File: src/rtl/uart_pkg.sv
// Shared types and register map constants for the memory-mapped UART transmitter.
package uart_pkg;

  typedef enum logic [1:0] {
    IDLE,
    START,
    DATA,
    STOP
  } tx_state_t;

  localparam logic [31:0] DATA_OFS = 32'd0;
  localparam logic [31:0] STAT_OFS = 32'd4;

  localparam int FULL_BIT  = 0;
  localparam int EMPTY_BIT = 1;
  localparam int BUSY_BIT  = 2;
  localparam int OVF_BIT   = 3;

endpackage

File: src/rtl/uart_tx_mmio_fifo.sv
// Synchronous FIFO with extra-MSB pointers; a push is accepted while full when a pop frees a slot.
module fifo_sync #(
  parameter int WIDTH = 8,
  parameter int DEPTH = 4
) (
  input  logic             clk,
  input  logic             rst_n,
  input  logic             push,
  input  logic             pop,
  input  logic [WIDTH-1:0] din,
  output logic [WIDTH-1:0] dout,
  output logic             full,
  output logic             empty
);

  localparam int AW = $clog2(DEPTH);

  logic [WIDTH-1:0] r_mem [DEPTH];
  logic [AW:0]      r_wr_ptr;
  logic [AW:0]      r_rd_ptr;
  logic             w_do_push;
  logic             w_do_pop;

  assign empty     = (r_wr_ptr == r_rd_ptr);
  assign full      = (r_wr_ptr[AW] != r_rd_ptr[AW]) &&
                     (r_wr_ptr[AW-1:0] == r_rd_ptr[AW-1:0]);
  assign w_do_pop  = pop && !empty;
  assign w_do_push = push && (!full || w_do_pop);
  assign dout      = r_mem[r_rd_ptr[AW-1:0]];

  // NOTE: sequential state uses non-blocking assignments so every flop samples pre-edge values.
  always_ff @(posedge clk or negedge rst_n) begin
    if (!rst_n) begin
      r_wr_ptr <= '0;
      r_rd_ptr <= '0;
    end else begin
      if (w_do_push) r_wr_ptr <= r_wr_ptr + 1'b1;
      if (w_do_pop)  r_rd_ptr <= r_rd_ptr + 1'b1;
    end
  end

  // NOTE: storage has no reset; the pointers alone define which entries are valid.
  always_ff @(posedge clk) begin
    if (w_do_push) r_mem[r_wr_ptr[AW-1:0]] <= din;
  end

endmodule

File: src/rtl/uart_tx_mmio.sv
// 8N1 UART transmitter on the processor data bus: data register feeds a FIFO, status register reports flags.
module uart_tx_mmio
  import uart_pkg::*;
#(
  parameter int          CLKS_PER_BIT = 16,
  parameter int          FIFO_DEPTH   = 4,
  parameter logic [31:0] BASE_ADDR    = 32'h0000_1000
) (
  input  logic        CLK,
  input  logic        RST_N,
  input  logic        WE,
  input  logic [31:0] ADDR,
  input  logic [31:0] WDATA,
  output logic [31:0] RDATA,
  output logic        TX
);

  localparam int            TW       = (CLKS_PER_BIT > 2) ? $clog2(CLKS_PER_BIT) : 1;
  localparam logic [TW-1:0] T_RELOAD = TW'(CLKS_PER_BIT - 1);

  tx_state_t     r_state;
  logic [7:0]    r_shift;
  logic [2:0]    r_bit_cnt;
  logic [TW-1:0] r_timer;
  logic          r_tx;
  logic          r_ovf;

  logic          w_sel_data;
  logic          w_sel_stat;
  logic          w_wr_data;
  logic          w_wr_stat;
  logic          w_pop;
  logic          w_full;
  logic          w_empty;
  logic [7:0]    w_dout;
  logic          w_busy;
  logic          w_unused;

  assign w_sel_data = (ADDR == BASE_ADDR + DATA_OFS);
  assign w_sel_stat = (ADDR == BASE_ADDR + STAT_OFS);
  assign w_wr_data  = WE && w_sel_data;
  assign w_wr_stat  = WE && w_sel_stat;
  assign w_busy     = (r_state != IDLE);
  assign w_unused   = ^WDATA[31:8];

  // A frame is loaded from IDLE, or straight out of the last stop-bit cycle so frames abut.
  assign w_pop = !w_empty &&
                 ((r_state == IDLE) || (r_state == STOP && r_timer == '0));

  fifo_sync #(
    .WIDTH (8),
    .DEPTH (FIFO_DEPTH)
  ) u_fifo (
    .clk   (CLK),
    .rst_n (RST_N),
    .push  (w_wr_data),
    .pop   (w_pop),
    .din   (WDATA[7:0]),
    .dout  (w_dout),
    .full  (w_full),
    .empty (w_empty)
  );

  always_ff @(posedge CLK or negedge RST_N) begin
    if (!RST_N) begin
      r_ovf <= 1'b0;
    end else if (w_wr_data && w_full && !w_pop) begin
      r_ovf <= 1'b1;
    end else if (w_wr_stat && WDATA[OVF_BIT]) begin
      r_ovf <= 1'b0;
    end
  end

  always_ff @(posedge CLK or negedge RST_N) begin
    if (!RST_N) begin
      r_state   <= IDLE;
      r_shift   <= '0;
      r_bit_cnt <= '0;
      r_timer   <= '0;
      r_tx      <= 1'b1;
    end else begin
      case (r_state)
        IDLE: begin
          if (w_pop) begin
            r_shift   <= w_dout;
            r_bit_cnt <= '0;
            r_timer   <= T_RELOAD;
            r_tx      <= 1'b0;
            r_state   <= START;
          end
        end
        START: begin
          if (r_timer == '0) begin
            r_timer <= T_RELOAD;
            r_tx    <= r_shift[0];
            r_state <= DATA;
          end else begin
            r_timer <= r_timer - 1'b1;
          end
        end
        DATA: begin
          if (r_timer == '0) begin
            r_timer   <= T_RELOAD;
            r_shift   <= r_shift >> 1;
            r_bit_cnt <= r_bit_cnt + 3'd1;
            if (r_bit_cnt == 3'd7) begin
              r_tx    <= 1'b1;
              r_state <= STOP;
            end else begin
              r_tx <= r_shift[1];
            end
          end else begin
            r_timer <= r_timer - 1'b1;
          end
        end
        STOP: begin
          if (r_timer == '0) begin
            if (w_pop) begin
              r_shift   <= w_dout;
              r_bit_cnt <= '0;
              r_timer   <= T_RELOAD;
              r_tx      <= 1'b0;
              r_state   <= START;
            end else begin
              r_state <= IDLE;
            end
          end else begin
            r_timer <= r_timer - 1'b1;
          end
        end
        default: begin
          r_state <= IDLE;
          r_tx    <= 1'b1;
        end
      endcase
    end
  end

  assign TX = r_tx;

  // NOTE: every output of a combinational block gets a default first so no latch is inferred.
  always_comb begin
    RDATA = '0;
    if (w_sel_stat) begin
      RDATA[FULL_BIT]  = w_full;
      RDATA[EMPTY_BIT] = w_empty;
      RDATA[BUSY_BIT]  = w_busy;
      RDATA[OVF_BIT]   = r_ovf;
    end
  end

endmodule

File: config.mk
export PLATFORM = sky130hd
export DESIGN_NAME = uart_tx_mmio
export DESIGN_NICKNAME = d
export VERILOG_FILES = /design/src/rtl/uart_pkg.sv /design/src/rtl/uart_tx_mmio_fifo.sv /design/src/rtl/uart_tx_mmio.sv
export SDC_FILE = /design/constraint.sdc
export NUM_CORES = 1
export LEC_CHECK = 0
export CAP_MARGIN = 20
export CORE_MARGIN = 4
export CORE_UTILIZATION = 49
export CTS_CLUSTER_SIZE = 12
export DETAILED_ROUTE_END_ITERATION = 10
export HOLD_SLACK_MARGIN = 0.03
export PLACE_DENSITY_LB_ADDON = 0.3
export SYNTH_ARGS = -nofsm -noshare
export SYNTH_HDL_FRONTEND = slang
export SYNTH_SLANG_ARGS = --single-unit
File: constraint.sdc
create_clock -name CLK -period 5.9 [get_ports CLK]
set_input_delay 0.885 -clock CLK [delete_from_list [all_inputs] [get_ports CLK]]
set_output_delay 0.885 -clock CLK [all_outputs]
set_load 0.01 [all_outputs]
== Yosys cells after proc, flatten, opt, wreduce, memory -nomap -nowiden ==
Memories as Yosys holds them, arrays and structs flattened.
Index checks and enable logic that the tools add are counted.
Storage, ports and cells
  output and inout port bits: 33
  word-level logic and storage cells: 81
  RAM bits: 32
  register bits: 25
  memories kept: 1
Memories
  u_fifo.r_mem: depth 4, width 8, rd ports 1, clocked after memory_dff 0, wr ports 1, line uart_tx_mmio_fifo.sv:18  | logic [WIDTH-1:0] r_mem [DEPTH];
Cells by class
  mux-type cells: 30
  add/sub/neg operators: 4
  eq/ne operators: 14
  reductions and logical operators: 24
Operator list (count)
  32-bit by 13-bit == test with 1-bit output (second input constant): 2
  8-bit 2-to-1 mux: 3
  8-bit one-hot mux with 3 select lines: 1
  4-bit 2-to-1 mux: 4
  4-bit one-hot mux with 3 select lines: 1
  1-bit logical AND: 10
  1-bit 2-to-1 mux: 10
  2-bit 2-to-1 mux: 5
  3-bit by 1-bit adder with 3-bit output (second input constant): 3
  3-bit 2-to-1 mux: 3
  3-bit one-hot mux with 3 select lines: 1
  2-bit one-hot mux with 4 select lines: 1
  2-bit != test (second input constant): 3
  3-bit AND reduction: 2
  5-bit AND reduction: 1
  2-bit == test (second input constant): 2
  4-bit logical NOT: 1
  2-bit by 1-bit != test with 1-bit output (second input constant): 2
  1-bit one-hot mux with 4 select lines: 1
  2-bit nonzero test: 2
  4-bit by 1-bit subtractor with 4-bit output (second input constant): 1
  3-bit == test: 1
  3-bit == test (second input constant): 1
  1-bit logical NOT: 3
  other kinds (7): 8

== Longest topological paths before layout ==
  depth after elaboration: 9
  gate-level depth with buffers: 9

== Modules after synthesis ==
From an unflattened synthesis, not the netlist that was laid out.
Unflattened totals
  cell total of the unflattened synthesis: 272
  area, all modules: 3219.3 µm²
By module, submodules not included
  uart_tx_mmio: cells an instance 183, instances 1, seq. area each 476.7 µm², area an instance 1611.5 µm²
  fifo_sync: cells an instance 89, instances 1, seq. area each 1111.1 µm², area an instance 1607.8 µm²

== Worst setup path before layout ==
Ideal clock, no wire load.
  path kind: input -> output
  start point: input ADDR[5]
  end point: output RDATA[0]
  setup slack: 3.325 ns
  stages on the path: 5
  arrival: 1.690 ns
  required time: 5.015 ns
  cell sequence: nor4_1 > nand4_1 > nor2_1 > nand2_1 > nor2_1
On the way
  longest elaborated chain between the ends: 2
Ends and longest elaborated chain
  start, declared: line uart_tx_mmio.sv:12  | input logic [31:0] ADDR,
  32-bit by 13-bit == test with 1-bit output: line uart_tx_mmio.sv:40  | assign w_sel_stat = (ADDR == BASE_ADDR + STAT_OFS);
  4-bit 2-to-1 mux: line uart_tx_mmio.sv:144  | if (w_sel_stat) begin
  end, declared: line uart_tx_mmio.sv:14  | output logic [31:0] RDATA,
No other way between the ends.

== Worst setup path after layout ==
  start point: input ADDR[18]
  end point: output RDATA[0]
The elaborated chain is that of the path after synthesis.

==> flow_summary.toml <==
[critical_path]
path_max_fanout = 3
path_buf_inv = 2
reg2reg_setup_slack_ns = 3.49
critPathLaunchType = "primary input"
crit_chain = "clkdlybuf4s50_1, nor4_1, nand4_1, nor2_1, nand2_1, nor2_1, clkdlybuf4s50_1"
arrival_ns = 2.73
crit_required_ns = 5.02
worstSetupPathDepth = 7
cpMaxStageDelayCell = "clkdlybuf4s50_1"
max_stage_delay_ns = 0.55
rr_worst_depth = 5
crit_type = "in2out"
endpoint_kind = "primary output"
crit_family = "buffers and inverters"
endpoint = "RDATA[0]"
reg2reg_from = "u_fifo.r_rd_ptr[0]$_DFFE_PN0P_"
startpoint = "ADDR[18]"
r2r-end = "u_fifo.r_mem[1][0]$_DFFE_PP_"

[synth]
synth_top_area_share_pct = 32.1
seq_area_frac_synth_pct = 53.1
ys_ff_latch = 57
synth_edf_count = 32
syn_area_um2 = 2990
synth_area_leaders = "edfxtp_1, dfrtp_1, buf_4"
synthMuxAreaShare_pct = 9.87
avgSynthCellArea_um2 = 12.8
synth_top_area_cell = "edfxtp_1"
yosys-top-cells-count = "edfxtp_1, buf_4, dfrtp_1"
synth_cells = 233
synth-simple-area-share_pct = 11.3
synth-compound-area-share_pct = 8.24
synth_xor_area_share_pct = 2.05
synth_fa_ha_area_share_pct = 5.43
yosysMostFrequentCell = "edfxtp_1"
ys.flop_type = "edfxtp_1"
async_flop_share_pct = 43.9
synth_cell_types = 48
synth_top_family_by_area = "simple AND/OR/NAND/NOR gates"
yosys_warnings = 0

[cells_and_area]
areaGrowthSynthToFinish_pct = 20.4
drive_above_1_share_pct = 13.1
nFillCells = 450
final_util_pct = 60.9
diodes = 0
final_cells = 364
nets = 364

[floorplan]
pin_count = 100
die_h_um = 86.2
rows = 28
core_area_um2 = 5920
die_w_um = 86.2
start_util_pct = 50.5
dieArea_um2 = 7420

[outcome]
status = "complete, no violations"

[cts]
cts_tree = "built"
clkSinkCount = 57
cts_buffers = 9
ctsResizeCount = 0
cts-root-buf = "clkbuf_8"
clock_latency_ns = 0.34
clock_path_buffers = 2
path_clk_slew_ns = 0.07
cts_setup_buffers = 0
hold_buffers = 0
htree_levels = 3

[sta]
max_freq_ghz = 0.277
final.period_utilization_pct = 61.3
hold_viol = 0
rsz0062_at_grt = "false"
period_minus_slack_ns = 3.62
setup_viol_count_final = 0
finalMaxSlewViolations = 0
slew_headroom_pct = 53.1
worst_pin_slew_ns = 0.704
setup-tns-final_ns = 0
finClkSkew_ns = 0.00599

[pwr]
ir_drop_uv = 159
p_leak_uw = 0.00138
power_uw = 819
powerDensity_nw_per_um2 = 227

[route]
drt_iter0_drc = 66
drc = 0
vias = 1841
via_per_inst = 5.06
dr.pass1.iters = 4
wl_mm = 5.39
antenna_left = 0
wire_per_inst_um = 14.8

[global_route]
grt_pass1_wl_mm = 8.62
grt_pass1_vias = 1801
grt_usage_pct = 15.5
grt-ovfl-total = 0
grt_max_degree = 26
grt_antenna_before_repair = 0

[flow_run]
max-cap-violations = 0

[worst_hold_path]
worst_hold_path_type = "reg2reg"

[placement]
port_buffers = 47
dpl.hpwl_mm = 3.89
place_inst = 347
place.gp.congestion = 0.736
-- kinds of logic (layout without fill, tap and decap cells) --
kind of cell / after synthesis / after routing
multiplexers: 19 / 19
AO/OA/AOI/OAI: 34 / 34
XOR/XNOR: 7 / 7
adder cells (fa/ha/maj): 13 / 13
other: 1 / 28
buffers and inverters: 45 / 74
AND/OR/NAND/NOR: 57 / 57
flip-flops: 57 / 57
-- cell usage in the layout, fill, tap and decap left out, types with 3 or more instances in the layout --
master	synthesis	final
nor2_1	12	12
a21oi_1	6	6
conb_1	1	28
and2_1	4	4
ha_1	13	13
clkbuf_8	0	9
clkdlybuf4s50_1	0	47
inv_1	9	9
mux2i_1	7	7
nand2_1	15	15
edfxtp_1	32	32
nor3_1	5	5
dfrtp_1	24	24
xnor2_1	5	5
mux4_2	8	8
o21ai_0	14	14
mux2_2	3	3
nor4_1	6	6
-- how the worst min path moves through the flow --
stage | startpoint | end | slack (ns) | cells after the start
2_1_floorplan | r_shift[2]$_DFFE_PN0P_ | r_shift[2]$_DFFE_PN0P_ | 0.45 | 2
3_3_place_gp | r_shift[7]$_DFFE_PN0P_ | r_shift[7]$_DFFE_PN0P_ | 0.46 | 2
3_5_place_dp | r_shift[2]$_DFFE_PN0P_ | r_shift[2]$_DFFE_PN0P_ | 0.47 | 2
4_1_cts | r_shift[2]$_DFFE_PN0P_ | r_shift[2]$_DFFE_PN0P_ | 0.48 | 2
5_1_grt | r_shift[2]$_DFFE_PN0P_ | r_shift[2]$_DFFE_PN0P_ | 0.51 | 2
6_report | r_shift[2]$_DFFE_PN0P_ | r_shift[2]$_DFFE_PN0P_ | 0.48 | 2
-- worst reg2reg max path, delay by kind of cell, from the launching register on --
kind,cells,cell delay (ns)
flops,1,0.80
simple gates,4,1.03
xor+xnor,1,0.23
-- cell type report --
type | instances | area, um2 | area share (%)
multi-input cells | 158 | 1210 | 33.5
inverters | 9 | 33.8 | 0.937
well taps | 75 | 93.8 | 2.60
repair buffers | 49 | 485 | 13.5
clock inverters | 7 | 71.3 | 1.98
flip-flops and latches | 57 | 1590 | 44.0
clock buffers | 9 | 124 | 3.44
-- flip-flops by register name, summed over array words and instances (netlist names) --
signal,count
TX,1
r_bit_cnt,3
r_ovf,1
r_shift,8
r_state,2
r_timer,4
u_fifo.r_mem,32
u_fifo.r_rd_ptr,3
u_fifo.r_wr_ptr,3
-- power breakdown --
part           switching (uW)  internal [uW]
clock network             160            194
registers         0.000000399            421
logic                    18.7           25.8
-- metal layers --
metal	GRT usage [%]	wire length, um	vias to the layer above
li1	-	-	907
met1	18.6	2280	882
met2	25.6	2730	45
met3	5.19	301	7
met4	6.47	77	0
met5	0	0	-
-- per-stage QoR --
step	setup WS [ns]	cell area, um2	hold slack [ns]
after floorplan	3.32	3090	0.449
after global routing	2.09	3600	0.505
after global placement	2.30	3400	0.461
final	2.28	3600	0.484
after CTS	2.28	3600	0.485
after detailed placement	2.28	3400	0.472
Note: power is estimated with default switching activity, not from simulation.
